===== src/rtl/acc_pkg.sv =====
// acc_pkg: shared op/state encodings, default width and saturation limits for acc_operand_unit
package acc_pkg;
  localparam int ACC_WIDTH = 16;
  typedef enum logic [2:0] {OP_NOP, OP_LOAD, OP_ADD, OP_SUB, OP_AND, OP_OR, OP_SHL1, OP_MUL} op_t;
  typedef enum logic {S_IDLE, S_MUL} state_t;
  localparam logic [ACC_WIDTH-1:0] SAT_POS = {1'b0, {(ACC_WIDTH-1){1'b1}}};
  localparam logic [ACC_WIDTH-1:0] SAT_NEG = {1'b1, {(ACC_WIDTH-1){1'b0}}};
endpackage


===== src/rtl/acc_shift_add_mul.sv =====
// acc_shift_add_mul: iterative signed shift-add multiplier, one multiplier bit per cycle
module acc_shift_add_mul #(
  parameter int WIDTH = 16,
  parameter int MUL_CYCLES = 16
) (
  input  logic             clk,
  input  logic             rst,
  input  logic             start,
  input  logic [WIDTH-1:0] multiplicand,
  input  logic [WIDTH-1:0] multiplier,
  output logic             busy,
  output logic             done,
  output logic [WIDTH-1:0] product,
  output logic             ovf,
  output logic             neg
);
  localparam int CW = $clog2(MUL_CYCLES);
  logic [2*WIDTH-1:0] mcand, pp, addend, pp_next;
  logic [WIDTH-1:0] mplier;
  logic [CW-1:0] cnt;
  logic last;
  // The multiplier's top bit carries negative weight, so the final step subtracts.
  always_comb begin
    last = cnt == CW'(MUL_CYCLES - 1);
    addend = mplier[0] ? mcand : '0;
    pp_next = last ? pp - addend : pp + addend;
    done = busy && last;
    product = pp_next[WIDTH-1:0];
    neg = pp_next[2*WIDTH-1];
    ovf = pp_next[2*WIDTH-1:WIDTH-1] != {(WIDTH+1){pp_next[WIDTH-1]}};
  end
  // Operand latch on start, then one shift-add step per busy cycle.
  always_ff @(posedge clk or posedge rst)
    if (rst) begin
      busy <= 1'b0;
      cnt <= '0;
      pp <= '0;
      mcand <= '0;
      mplier <= '0;
    end else if (start) begin
      busy <= 1'b1;
      cnt <= '0;
      pp <= '0;
      mcand <= {{WIDTH{multiplicand[WIDTH-1]}}, multiplicand};
      mplier <= multiplier;
    end else if (busy) begin
      busy <= !last;
      cnt <= cnt + 1'b1;
      pp <= pp_next;
      mcand <= mcand << 1;
      mplier <= mplier >> 1;
    end
endmodule


===== src/rtl/acc_operand_unit.sv =====
// acc_operand_unit: accumulator execute stage with valid/ready intake; ACC_SATURATE_EN clamps overflowing results
module acc_operand_unit
  import acc_pkg::*;
#(
  parameter int WIDTH = ACC_WIDTH,
  parameter int MUL_CYCLES = ACC_WIDTH
) (
  input  logic             CLK,
  input  logic             Reset,
  input  logic             In_Valid,
  output logic             In_Ready,
  input  logic [WIDTH-1:0] Operand,
  input  logic [2:0]       Op,
  output logic [WIDTH-1:0] Acc,
  output logic             Done,
  output logic             Z,
  output logic             N,
  output logic             V
);
`ifdef ACC_SATURATE_EN
  localparam bit SAT_EN = 1'b1;
`else
  localparam bit SAT_EN = 1'b0;
`endif
  state_t state, next_state;
  op_t op;
  logic xfer, start, retire, mul_busy, mul_done, mul_ovf, mul_neg, ovf, v_new, sign;
  logic [WIDTH-1:0] mul_prod, b, sum, res, r, acc_new;
  acc_shift_add_mul #(.WIDTH(WIDTH), .MUL_CYCLES(MUL_CYCLES)) u_mul (
    .clk(CLK), .rst(Reset), .start(start), .multiplicand(Operand), .multiplier(Acc),
    .busy(mul_busy), .done(mul_done), .product(mul_prod), .ovf(mul_ovf), .neg(mul_neg)
  );
  // Handshake and next state: only IDLE accepts, MUL holds until the multiplier finishes.
  always_comb begin
    op = op_t'(Op);
    In_Ready = state == S_IDLE && !mul_busy;
    xfer = In_Valid && In_Ready;
    start = xfer && op == OP_MUL;
    retire = mul_done || (xfer && op != OP_MUL);
    next_state = start ? S_MUL : mul_done ? S_IDLE : state;
  end
  // Single-cycle ALU plus retire-value selection; overflowing results keep the true sign when clamped.
  always_comb begin
    b = op == OP_SUB ? ~Operand : Operand;
    sum = Acc + b + WIDTH'(op == OP_SUB);
    ovf = (op == OP_ADD || op == OP_SUB) && Acc[WIDTH-1] == b[WIDTH-1] && sum[WIDTH-1] != Acc[WIDTH-1];
    case (op)
      OP_LOAD:         res = Operand;
      OP_ADD, OP_SUB:  res = sum;
      OP_AND:          res = Acc & Operand;
      OP_OR:           res = Acc | Operand;
      OP_SHL1:         res = {Acc[WIDTH-2:0], 1'b0};
      default:         res = Acc;
    endcase
    r = mul_done ? mul_prod : res;
    v_new = mul_done ? mul_ovf : ovf;
    sign = mul_done ? mul_neg : Acc[WIDTH-1];
    acc_new = SAT_EN && v_new ? (sign ? SAT_NEG : SAT_POS) : r;
  end
  // State register.
  always_ff @(posedge CLK or posedge Reset)
    if (Reset) state <= S_IDLE;
    else state <= next_state;
  // Accumulator, flags and the Done pulse update on every retire.
  always_ff @(posedge CLK or posedge Reset)
    if (Reset) begin
      Acc <= '0;
      Z <= 1'b1;
      N <= 1'b0;
      V <= 1'b0;
      Done <= 1'b0;
    end else begin
      Done <= retire;
      if (retire) begin
        Acc <= acc_new;
        Z <= acc_new == '0;
        N <= acc_new[WIDTH-1];
        V <= v_new;
      end
    end
endmodule


===== config.mk =====
export PLATFORM = sky130hd
export DESIGN_NAME = acc_operand_unit
export DESIGN_NICKNAME = d
export VERILOG_FILES = /design/src/rtl/acc_pkg.sv /design/src/rtl/acc_shift_add_mul.sv /design/src/rtl/acc_operand_unit.sv
export SDC_FILE = /design/constraint.sdc
export NUM_CORES = 1
export LEC_CHECK = 0
export CORE_MARGIN = 2
export CORE_UTILIZATION = 40
export DETAILED_ROUTE_END_ITERATION = 6
export HOLD_SLACK_MARGIN = 0.1
export PLACE_DENSITY = 0.67
export REMOVE_ABC_BUFFERS = 1
export SKIP_CTS_REPAIR_TIMING = 1
export SLEW_MARGIN = 40
export SYNTH_ARGS = -nofsm -noshare
export SYNTH_HDL_FRONTEND = slang
export SYNTH_SLANG_ARGS = --single-unit

===== constraint.sdc =====
create_clock -name CLK -period 15 [get_ports CLK]
set_input_delay 2.25 -clock CLK [delete_from_list [all_inputs] [get_ports CLK]]
set_output_delay 2.25 -clock CLK [all_outputs]
set_load 0.1 [all_outputs]

==> impl_results.md <==
- Post-synthesis register bit count: 105
- Fin crit period: 6.19 ns
- Syn Std Cell Area: 8650 um2
- Gr ovfl total: 0
- Fraction of synthesized area in multiplexers: 4.76%
- Cell count after synthesis: 1105
- Max-Cap Viols: 0
- DP Wirelength: 18000 um
- WL final: 24800 um
- Xor-xnor portion of the synthesized cell area: 7.99%
- Rows: 53
- CP endpoint: Z
- Status: complete, no violations
- Met3 WL post-DR: 1340 um
- Starting Density: 41.0%
- Worst Max-Slew Pin Slew: 0.801 ns
- Crit Path Class: in -> reg
- Htree depth: 3
- DR iter-0 viols: 664
- Util after Layout: 45.0%
- Hold Crit Class: reg -> reg
- R2R Path End: V
- Tot GR Track Use: 22.3%
- CTS Sinks: 105
- FILL cells: 2129
- Rel. slew slack: 46.6%
- Root buf cell: clkbuf_16
- Post-synth EDFFs: 0
- Worst Skew: 0.0128 ns
- Vias in the first global route: 7365
- Chip Height: 151 um
- Commonest cells after routing, fill and taps aside: nand2_1 (211), o21ai_0 (107), dfrtp_1 (103)
- Routed length on met1: 11800 um
- Post-synthesis adder-cell area fraction: 7.79%
- Reg2Reg Launch Point: u_mul.mplier[0]
- Sum Neg Setup Slack: 0 ns
- Drt pass-1 iters: 6
- Placed cell area: 9170 um2
- DR vias/cell: 5.83
- Ant diodes: 0
- Seq/Total Area, Yosys: 30.4%
- Most common cell after layout, fill and taps aside: nand2_1
- Netlist cell types: 74
- Clock transition at path regs: 0.07 ns
- Max layer used: met4
- Largest family of logic cells by synthesized area: compound AO/OA/AOI/OAI gates
- Vias: 8058
- CTS tree: built
- Required time of the critical path: 15.26 ns
- Met2 wire length: 11200 um
- Hold Vio Cnt, Final: 0
- Critical path fanouts, max: 42
- Max Root-Sink Buffers: 2
- Yosys warning count: 0
- Core outline area: 21100 um2
- Drt wl/cell: 17.9 um
- Skew-Pair Late Insertion Delay: 0.36 ns
- Worst endpoint data arrival time: 6.46 ns
- Total Nets Final: 1175
- Compound-Gate Fraction of Synth Area: 24.2%
- Die area: 22800 um2
- IO Port Bufs: 42
- Async S/R FF share, synth: 100%
- Area Growth Syn to Fin: 9.64%
- CP Capture Type: flop
- First-pass GRT wire length: 39800 um
- Remaining DRCs: 0
- Largest net degree at the start of global routing: 72
- Chip width: 151 um
- Gpl congestion: 0.914
- Num CTS Buffers: 9
- Finish-stage setup viols: 0
- Max Clock Freq: 0.162 GHz
- Simple-gate share of the synthesized area: 20.7%
- Post-DRT Antenna Nets: 0
- IO Pins: 43
- Unrepaired setup endpoints after global routing: false
- Initial antenna violation count: 0
- Avg Inst Size Synth: 7.82 um2
- Design area: 9480 um2
- Layout cell share with drive strength beyond 1: 6.14%
- Max-slew violations: 0
- Startpoint Class: primary input
- Fin crit share: 41.3%
- Worst r2r path cells: 21
- FF-to-FF setup slack: 9.48 ns
- Top_reg_cell synth: dfrtp_1
- CP startpoint: Op[0]
worst min path at each step:
stage	from	to	slack, ns	cells past startpoint
floorplan	u_mul.mplier[10]	u_mul.mplier[10]	0.45	2
global placement	u_mul.mplier[4]	u_mul.mplier[4]	0.46	2
global route	state	state	0.50	2
detailed placement	state	state	0.47	2
CTS	state	state	0.48	2
finish	u_mul.mplier[0]	u_mul.mplier[0]	0.48	2
synth_stat cells (5+ instances only):
cell	number	area, um2
nand3_1	18	90.1
nand2_1	211	792
o21bai_1	5	37.5
and2_1	5	31.3
o21ai_0	107	536
nor2_1	76	285
o31ai_1	14	105
buf_1	12	45.0
o21a_1	5	37.5
clkbuf_1	52	195
or3_1	10	62.6
nand3b_1	5	37.5
ha_1	49	613
dfrtp_1	104	2600
a21o_1	15	113
xnor2_1	51	447
inv_1	27	101
a22oi_1	18	135
nand2b_1	15	93.8
nor3_1	20	100
and3_1	7	43.8
a21oi_1	80	400
xor2_1	26	228
a211oi_1	10	75.1
a31oi_1	9	56.3
mux2i_1	40	400
o211ai_1	11	82.6
nand4_1	13	81.3
area by class of cell:
class,count,area [um2],area share (%)
Multi-Input combinational cell,905,5690,60.0
Sequential cell,105,2630,27.8
Timing Repair Buffer,53,402,4.24
Tap cell,275,344,3.63
Clock buffer,9,225,2.38
Inverter,28,108,1.14
Clock inverter,7,77.6,0.818
routing by layer:
metal,vias to the layer above,global-route usage [%]
met2,252,35.5
met4,0,4.91
met5,-,0
met3,29,3.55
met1,3835,31.9
li1,3942,-
flip-flops by register name, indices dropped and copies added, names as in the netlist:
signal	flops
u_mul.mplier	16
u_mul.cnt	4
Done	1
u_mul.busy	1
V	1
u_mul.mcand	32
Z	1
Acc	16
state	1
u_mul.pp	32
through the flow:
step                setup WS (ns)  cells  hold slack, ns
floorplan                    8.62   1038           0.446
global placement             8.65   1366           0.459
detailed placement           8.57   1366           0.466
CTS                          8.91   1382           0.484
global route                 8.37   1382           0.500
finish                       8.81   1382           0.480
critical path, stage by stage:
cell	delay (ns)
clkdlybuf4s50_1	0.45
buf_4	0.36
nand3b_1	0.12
buf_4	0.25
xnor2_1	0.16
ha_1	0.32
a21oi_1	0.33
o21ai_0	0.24
a2111oi_0	0.48
nor3_1	0.13
xor2_1	0.16
a221oi_1	0.31
o311ai_0	0.18
and4b_1	0.32
nand4_1	0.12
o31ai_1	0.26
cell families after synthesis:
| group | Yosys count |
|---|---|
| and+or+nand+nor | 402 |
| DFF | 105 |
| xor gates and xnor gates | 78 |
| adders and majority gates | 53 |
| AOI/OAI and AO/OA | 331 |
| muxes | 41 |
| buffers and inverters | 95 |
Power is left out: the tool's default activity adds up to more than one toggle a clock period on the data nets, which glitch-free logic cannot reach.
